`src/rtl/timer_pkg.sv`:
```
// Shared types for the countdown timer: FSM state encoding, button
// indices and the BCD MM:SS value representation.
package timer_pkg;

    typedef enum logic [2:0] {
        IDLE    = 3'd0,
        SET_MIN = 3'd1,
        SET_SEC = 3'd2,
        RUN     = 3'd3,
        PAUSE   = 3'd4,
        ALARM   = 3'd5
    } state_t;

    localparam int BTN_START = 0;
    localparam int BTN_MODE  = 1;
    localparam int BTN_INC   = 2;
    localparam int BTN_CLEAR = 3;

    typedef logic [3:0] bcd_t;

    typedef struct packed {
        bcd_t min_tens;
        bcd_t min_ones;
        bcd_t sec_tens;
        bcd_t sec_ones;
    } mmss_t;

endpackage

```
`src/rtl/bcd_mmss_counter.sv`:
```
// MM:SS value register in BCD. Command priority is clr > load > inc_min >
// inc_sec > dec; the controller only ever raises one at a time.
module bcd_mmss_counter
    import timer_pkg::*;
#(
    parameter int MAX_MIN = 99
) (
    input  logic  clk,
    input  logic  rst_n,
    input  logic  clr,
    input  logic  load,
    input  mmss_t load_val,
    input  logic  inc_min,
    input  logic  inc_sec,
    input  logic  dec,
    output mmss_t value,
    output logic  is_zero
);

    localparam bcd_t MAX_TENS = 4'(MAX_MIN / 10);
    localparam bcd_t MAX_ONES = 4'(MAX_MIN % 10);

    mmss_t nxt;

    // Next value: minute/second increments wrap independently, decrement
    // borrows through the seconds digits into the minutes.
    always_comb begin
        nxt = value;
        if (clr) begin
            nxt = '0;
        end else if (load) begin
            nxt = load_val;
        end else if (inc_min) begin
            if (value.min_tens == MAX_TENS && value.min_ones == MAX_ONES) begin
                nxt.min_tens = 4'd0;
                nxt.min_ones = 4'd0;
            end else if (value.min_ones == 4'd9) begin
                nxt.min_tens = value.min_tens + 4'd1;
                nxt.min_ones = 4'd0;
            end else begin
                nxt.min_ones = value.min_ones + 4'd1;
            end
        end else if (inc_sec) begin
            if (value.sec_tens == 4'd5 && value.sec_ones == 4'd9) begin
                nxt.sec_tens = 4'd0;
                nxt.sec_ones = 4'd0;
            end else if (value.sec_ones == 4'd9) begin
                nxt.sec_tens = value.sec_tens + 4'd1;
                nxt.sec_ones = 4'd0;
            end else begin
                nxt.sec_ones = value.sec_ones + 4'd1;
            end
        end else if (dec) begin
            if (value.sec_ones != 4'd0) begin
                nxt.sec_ones = value.sec_ones - 4'd1;
            end else begin
                nxt.sec_ones = 4'd9;
                if (value.sec_tens != 4'd0) begin
                    nxt.sec_tens = value.sec_tens - 4'd1;
                end else begin
                    nxt.sec_tens = 4'd5;
                    if (value.min_ones != 4'd0) begin
                        nxt.min_ones = value.min_ones - 4'd1;
                    end else begin
                        nxt.min_ones = 4'd9;
                        nxt.min_tens = value.min_tens - 4'd1;
                    end
                end
            end
        end
    end

    // Value register
    always_ff @(posedge clk or negedge rst_n) begin
        if (!rst_n) value <= '0;
        else        value <= nxt;
    end

    assign is_zero = (value == '0);

endmodule

```
`src/rtl/timer_ctrl.sv`:
```
// Countdown timer control FSM: button prioritisation, mode sequencing and
// alarm hold counter. The MM:SS value lives in bcd_mmss_counter.
// Optional build macro TIMER_CTRL_RELOAD_EN adds a preset register that is
// captured on IDLE -> RUN and restored when the alarm returns to IDLE.
// The ALARM state literal is always written package-qualified because the
// ALARM output port shadows it inside this module.
module timer_ctrl
    import timer_pkg::*;
#(
    parameter int MAX_MIN     = 99,
    parameter int ALARM_TICKS = 10
) (
    input  logic       CLK,
    input  logic       RST_N,
    input  logic [3:0] BTN,
    input  logic       TICK,
    output bcd_t       MIN_TENS,
    output bcd_t       MIN_ONES,
    output bcd_t       SEC_TENS,
    output bcd_t       SEC_ONES,
    output state_t     STATE,
    output logic       EDIT_MIN,
    output logic       EDIT_SEC,
    output logic       ALARM
);

    localparam logic [7:0] ALARM_LAST = 8'(ALARM_TICKS - 1);

    state_t     state, nxt;
    logic [7:0] alarm_cnt;
    logic       alarm_inc;
    logic       b_clr, b_mode, b_start, b_inc;
    logic       cnt_clr, cnt_load, inc_min, inc_sec, dec;
    mmss_t      value, load_val;
    logic       is_zero, is_one;

    // Fixed priority CLEAR > MODE > START > INC; losers are dropped
    assign b_clr   = BTN[BTN_CLEAR];
    assign b_mode  = BTN[BTN_MODE]  & ~BTN[BTN_CLEAR];
    assign b_start = BTN[BTN_START] & ~BTN[BTN_MODE] & ~BTN[BTN_CLEAR];
    assign b_inc   = BTN[BTN_INC]   & ~BTN[BTN_START] & ~BTN[BTN_MODE] & ~BTN[BTN_CLEAR];

    assign is_one = (value == mmss_t'(16'h0001));

    // Next-state and counter command decode; a TICK is only acted on when
    // the winning button does nothing in the current state.
    always_comb begin
        nxt       = state;
        cnt_clr   = 1'b0;
        inc_min   = 1'b0;
        inc_sec   = 1'b0;
        dec       = 1'b0;
        alarm_inc = 1'b0;
        case (state)
            IDLE: begin
                if (b_clr)                    cnt_clr = 1'b1;
                else if (b_mode)              nxt = SET_MIN;
                else if (b_start && !is_zero) nxt = RUN;
            end
            SET_MIN: begin
                if (b_clr) begin
                    cnt_clr = 1'b1;
                    nxt     = IDLE;
                end else if (b_mode) nxt = SET_SEC;
                else if (b_inc)      inc_min = 1'b1;
            end
            SET_SEC: begin
                if (b_clr) begin
                    cnt_clr = 1'b1;
                    nxt     = IDLE;
                end else if (b_mode) nxt = IDLE;
                else if (b_inc)      inc_sec = 1'b1;
            end
            RUN: begin
                if (b_clr) begin
                    cnt_clr = 1'b1;
                    nxt     = IDLE;
                end else if (b_start) begin
                    nxt = PAUSE;
                end else if (TICK) begin
                    dec = 1'b1;
                    if (is_one) nxt = timer_pkg::ALARM;
                end
            end
            PAUSE: begin
                if (b_clr) begin
                    cnt_clr = 1'b1;
                    nxt     = IDLE;
                end else if (b_start) nxt = RUN;
            end
            timer_pkg::ALARM: begin
                if (|BTN) begin
                    nxt     = IDLE;
                    cnt_clr = b_clr;
                end else if (TICK) begin
                    if (alarm_cnt == ALARM_LAST) nxt = IDLE;
                    else                         alarm_inc = 1'b1;
                end
            end
            default: nxt = IDLE;
        endcase
    end

`ifdef TIMER_CTRL_RELOAD_EN
    mmss_t preset;

    // Preset captures the value at each start from IDLE; CLEAR zeros it
    always_ff @(posedge CLK or negedge RST_N) begin
        if (!RST_N)                          preset <= '0;
        else if (cnt_clr)                    preset <= '0;
        else if (state == IDLE && nxt == RUN) preset <= value;
    end

    assign cnt_load = (state == timer_pkg::ALARM) && (nxt == IDLE) && !cnt_clr;
    assign load_val = preset;
`else
    assign cnt_load = 1'b0;
    assign load_val = '0;
`endif

    // State, mode flags and alarm counter; counter is zero whenever not in ALARM
    always_ff @(posedge CLK or negedge RST_N) begin
        if (!RST_N) begin
            state     <= IDLE;
            EDIT_MIN  <= 1'b0;
            EDIT_SEC  <= 1'b0;
            ALARM     <= 1'b0;
            alarm_cnt <= 8'd0;
        end else begin
            state    <= nxt;
            EDIT_MIN <= (nxt == SET_MIN);
            EDIT_SEC <= (nxt == SET_SEC);
            ALARM    <= (nxt == timer_pkg::ALARM);
            if (nxt != timer_pkg::ALARM) alarm_cnt <= 8'd0;
            else if (alarm_inc)          alarm_cnt <= alarm_cnt + 8'd1;
        end
    end

    bcd_mmss_counter #(.MAX_MIN(MAX_MIN)) u_cnt (
        .clk      (CLK),
        .rst_n    (RST_N),
        .clr      (cnt_clr),
        .load     (cnt_load),
        .load_val (load_val),
        .inc_min  (inc_min),
        .inc_sec  (inc_sec),
        .dec      (dec),
        .value    (value),
        .is_zero  (is_zero)
    );

    assign STATE    = state;
    assign MIN_TENS = value.min_tens;
    assign MIN_ONES = value.min_ones;
    assign SEC_TENS = value.sec_tens;
    assign SEC_ONES = value.sec_ones;

endmodule
```
`config.mk`:
```
export PLATFORM = sky130hd
export DESIGN_NAME = timer_ctrl
export DESIGN_NICKNAME = d
export VERILOG_FILES = /design/src/rtl/timer_pkg.sv /design/src/rtl/bcd_mmss_counter.sv /design/src/rtl/timer_ctrl.sv
export SDC_FILE = /design/constraint.sdc
export NUM_CORES = 1
export LEC_CHECK = 0
export ABC_AREA = 1
export ABC_CLOCK_PERIOD_IN_PS = 1900
export CORE_AREA = 2 2 73 75
export DETAILED_ROUTE_END_ITERATION = 7
export DIE_AREA = 0 0 75 77
export GPL_TIMING_DRIVEN = 1
export PLACE_DENSITY = 0.71
export SETUP_SLACK_MARGIN = 0.5
export SKIP_CTS_REPAIR_TIMING = 1
export SLEW_MARGIN = 20
export SYNTH_ARGS = -nofsm -noshare
export SYNTH_HDL_FRONTEND = slang
export SYNTH_SLANG_ARGS = --single-unit
```
`constraint.sdc`:
```
create_clock -name CLK -period 1.9 [get_ports CLK]
set_input_delay 0.475 -clock CLK [delete_from_list [all_inputs] [get_ports CLK]]
set_output_delay 0.475 -clock CLK [all_outputs]
set_load 0.05 [all_outputs]
```
==> reports/metrics.yaml <==
slew-limit-headroom_pct: 72.47
synthSimpleGateAreaFrac_pct: 36.47
status: "complete, no violations"
initial_core_util_pct: 48.67
cellLeakagePower_nw: 1.700
wl_per_cell_um: 13.86
clkPwrFrac_pct: 14.3
drv_cap: 0
worst-r2r-cell-count: 11
synth_top_family_by_area: "simple AND/OR/NAND/NOR gates"
num_antenna_cells: 0
grt_use_total_pct: 21.54
wirelength_mm: 6.776
ys.warnings.count: 0
regToRegStartpoint: "u_cnt.value[0]"
tns_ps: 0
critPathRequiredTime_ps: 2110
fin_util_pct: 74.28
cts-root-buf: "clkbuf_8"
rsz0062_at_grt: "yes"
cp_slowest_cell: "dfrtp_4"
crit_chain: "buf_6, ha_4, nand3_2, nor2_2, nand2_2, nand2_1, nand3_2, nor2_4, buf_6, nand2_2, nor2_1"
synthMuxAreaShare_pct: 0
slew_violations: 0
mostFrequentLayoutCell: "buf_4"
clk_pin_slew_worst_paths_ps: 70
ys.flop_type: "dfrtp_1"
r2r_setup_slack_ps: 210
cts_buffers: 5
cts_tree: "done"
fin_skew_ps: 9.259
path_delay_family: "simple AND/OR/NAND/NOR gates"
synth_cells: 328
clk_latency_ps: 290
die_w_um: 75
synth-adder-area-share_pct: 8.264
layout_common_cells: "buf_4 (53), nand2_1 (50), nor2_1 (31), inv_1 (22)"
coreArea_um2: 4977
drive_gt1_share_pct: 49.64
worst_slew_pin_slew_ps: 412.9
hp-class: "in2async"
ctsHtreeMaxLevel: 2
synth.net_count: 351
final_antenna_net_count: 0
cts_sinks: 30
vdd_ir_drop_max_uv: 817.2
hold_viol_final: 0
fin_crit_sh_pct: 89.03
vias_per_cell: 5.035
avgSynthCellArea_um2: 7.385
overflow: 0
pwr-share-seq_pct: 25.5
dieArea_um2: 5775
finalWeightedCongestion: 0.9204
pre_cts_slack_ps: -241.7
antenna_found_initial: 0
fin_cells: 489
nets: 441
drt_iter0_drc: 160
synth_compound_area_share_pct: 10.85
path_buf_inv: 2
synth-seq-area-share_pct: 30.99
grt_max_degree: 31
dp_hpwl_mm: 4.237
synth-xor-area-share_pct: 5.062
async_flop_share_pct: 100.0
worstSetupEndpointType: "register"
grt_pass1_vias: 2299
path_max_fanout: 7
dr_total_vias: 2462
synth.distinct_cells: 31
pin_count: 29
drc_errors: 0
critPathLaunchType: "register"
synth-edff-count: 0
cpPeakStageDelay_ps: 480
dr.pass1.iters: 4
swShare_pct: 45.51
p_sw_mw: 1.741
power_density_nw_per_um2: 1035
cts.path.max_buffers: 2
combPwrFrac_pct: 60.2
ys_ff_latch: 30
crit_type: "reg2reg"
rows: 26
area_growth_pct: 52.63
grt_pass1_wl_mm: 9.880
die_y_um: 77
arrival_ps: 1910
fmax_mhz: 591.2
period_needed_ps: 1692
setup_violations: 0
reg2reg_to: "EDIT_MIN"
portBuffers: 28
internal_power_mw: 2.084
placedCellCount: 448
timing.final.ws_setup_ps: 208.4
netlist_area_um2: 2422
power by group through the flow:
| stage | Clock (mW) | Sequential (mW) | Combinational [mW] |
|---|---|---|---|
| 2_1_floorplan | 0 | 1.35 | 0.919 |
| 3_3_place_gp | 0 | 1.01 | 1.69 |
| 3_5_place_dp | 0 | 1.02 | 1.72 |
| 4_1_cts | 0.556 | 1.01 | 1.72 |
| 5_1_grt | 0.589 | 0.992 | 2.48 |
| 6_report | 0.547 | 0.974 | 2.30 |
flip-flops by register name, summed over array words and instances (netlist names):
register	flops
EDIT_MIN	1
EDIT_SEC	1
alarm_cnt	8
STATE	3
ALARM	1
u_cnt.value	16
area by class of cell:
class                   count  area, µm²
clock buffers               7      86.33
repair buffers             84      788.3
flip-flops and latches     30      777.0
fillers                   374       1280
multi-input cells         248       1747
well taps                  70      87.58
inverters                  49      206.4
clock inverters             1      5.005
worst register-to-register path, cell delays in order (launching register included):
cell and delay, ps:
dfrtp_4 480, buf_6 120, ha_4 140, nand3_2 80
nor2_2 120, nand2_2 60, nand2_1 70, nand3_2 100
nor2_4 200, buf_6 140, nand2_2 40, nor2_1 100
logic make-up after synthesis:
logic type	count (synthesis)
compound gates	46
xor+xnor	14
fa+ha+maj	16
buf+inv	51
flops	30
simple gates	171
worst max-delay path by stage:
stage,startpoint,endpoint,slack [ps],cells after the start
2_1_floorplan,u_cnt.value[8],alarm_cnt[0],260,10
3_3_place_gp,BTN[1],u_cnt.value[12],-260,12
3_5_place_dp,BTN[1],u_cnt.value[14],-240,12
4_1_cts,BTN[1],u_cnt.value[14],30,12
5_1_grt,u_cnt.value[4],alarm_cnt[6],80,10
6_report,u_cnt.value[0],EDIT_MIN,210,11
synthesized netlist by cell type, types with 3 or more instances:
| cell | number | area share [%] |
|---|---|---|
| nor2_1 | 44 | 6.8 |
| o22ai_1 | 3 | 0.77 |
| o21ai_1 | 8 | 1.7 |
| inv_2 | 13 | 2.0 |
| nand3_1 | 24 | 5.0 |
| o21ai_0 | 17 | 3.5 |
| xor2_1 | 9 | 3.3 |
| o211ai_1 | 4 | 1.2 |
| nand3_4 | 3 | 2.2 |
| nor2_4 | 6 | 2.8 |
| xnor2_1 | 5 | 1.8 |
| nand4_1 | 7 | 1.8 |
| ha_1 | 16 | 8.3 |
| inv_1 | 35 | 5.4 |
| nand3_2 | 4 | 1.7 |
| dfrtp_1 | 30 | 31 |
| a21oi_1 | 8 | 1.7 |
| nand2_1 | 64 | 9.9 |
| nand2_4 | 4 | 1.9 |
| nor2_2 | 4 | 1.0 |
| nand2_2 | 7 | 1.8 |
metrics by stage:
step	area, µm²	hold WS [ps]	power (mW)
global route	3697	627.4	4.063
CTS	3158	552.5	3.288
floorplan	2565	179.4	2.267
global placement	3067	535.2	2.706
finish	3697	588.4	3.825
detailed placement	3067	537.6	2.739
layer usage:
layer	share of wire (%)	GRT usage, %
met1	42	27.88
met2	51	34.04
met3	4.1	4.205
met4	2.5	9.643
met5	0	0
No activity file was read; power rests on OpenSTA's default activity.
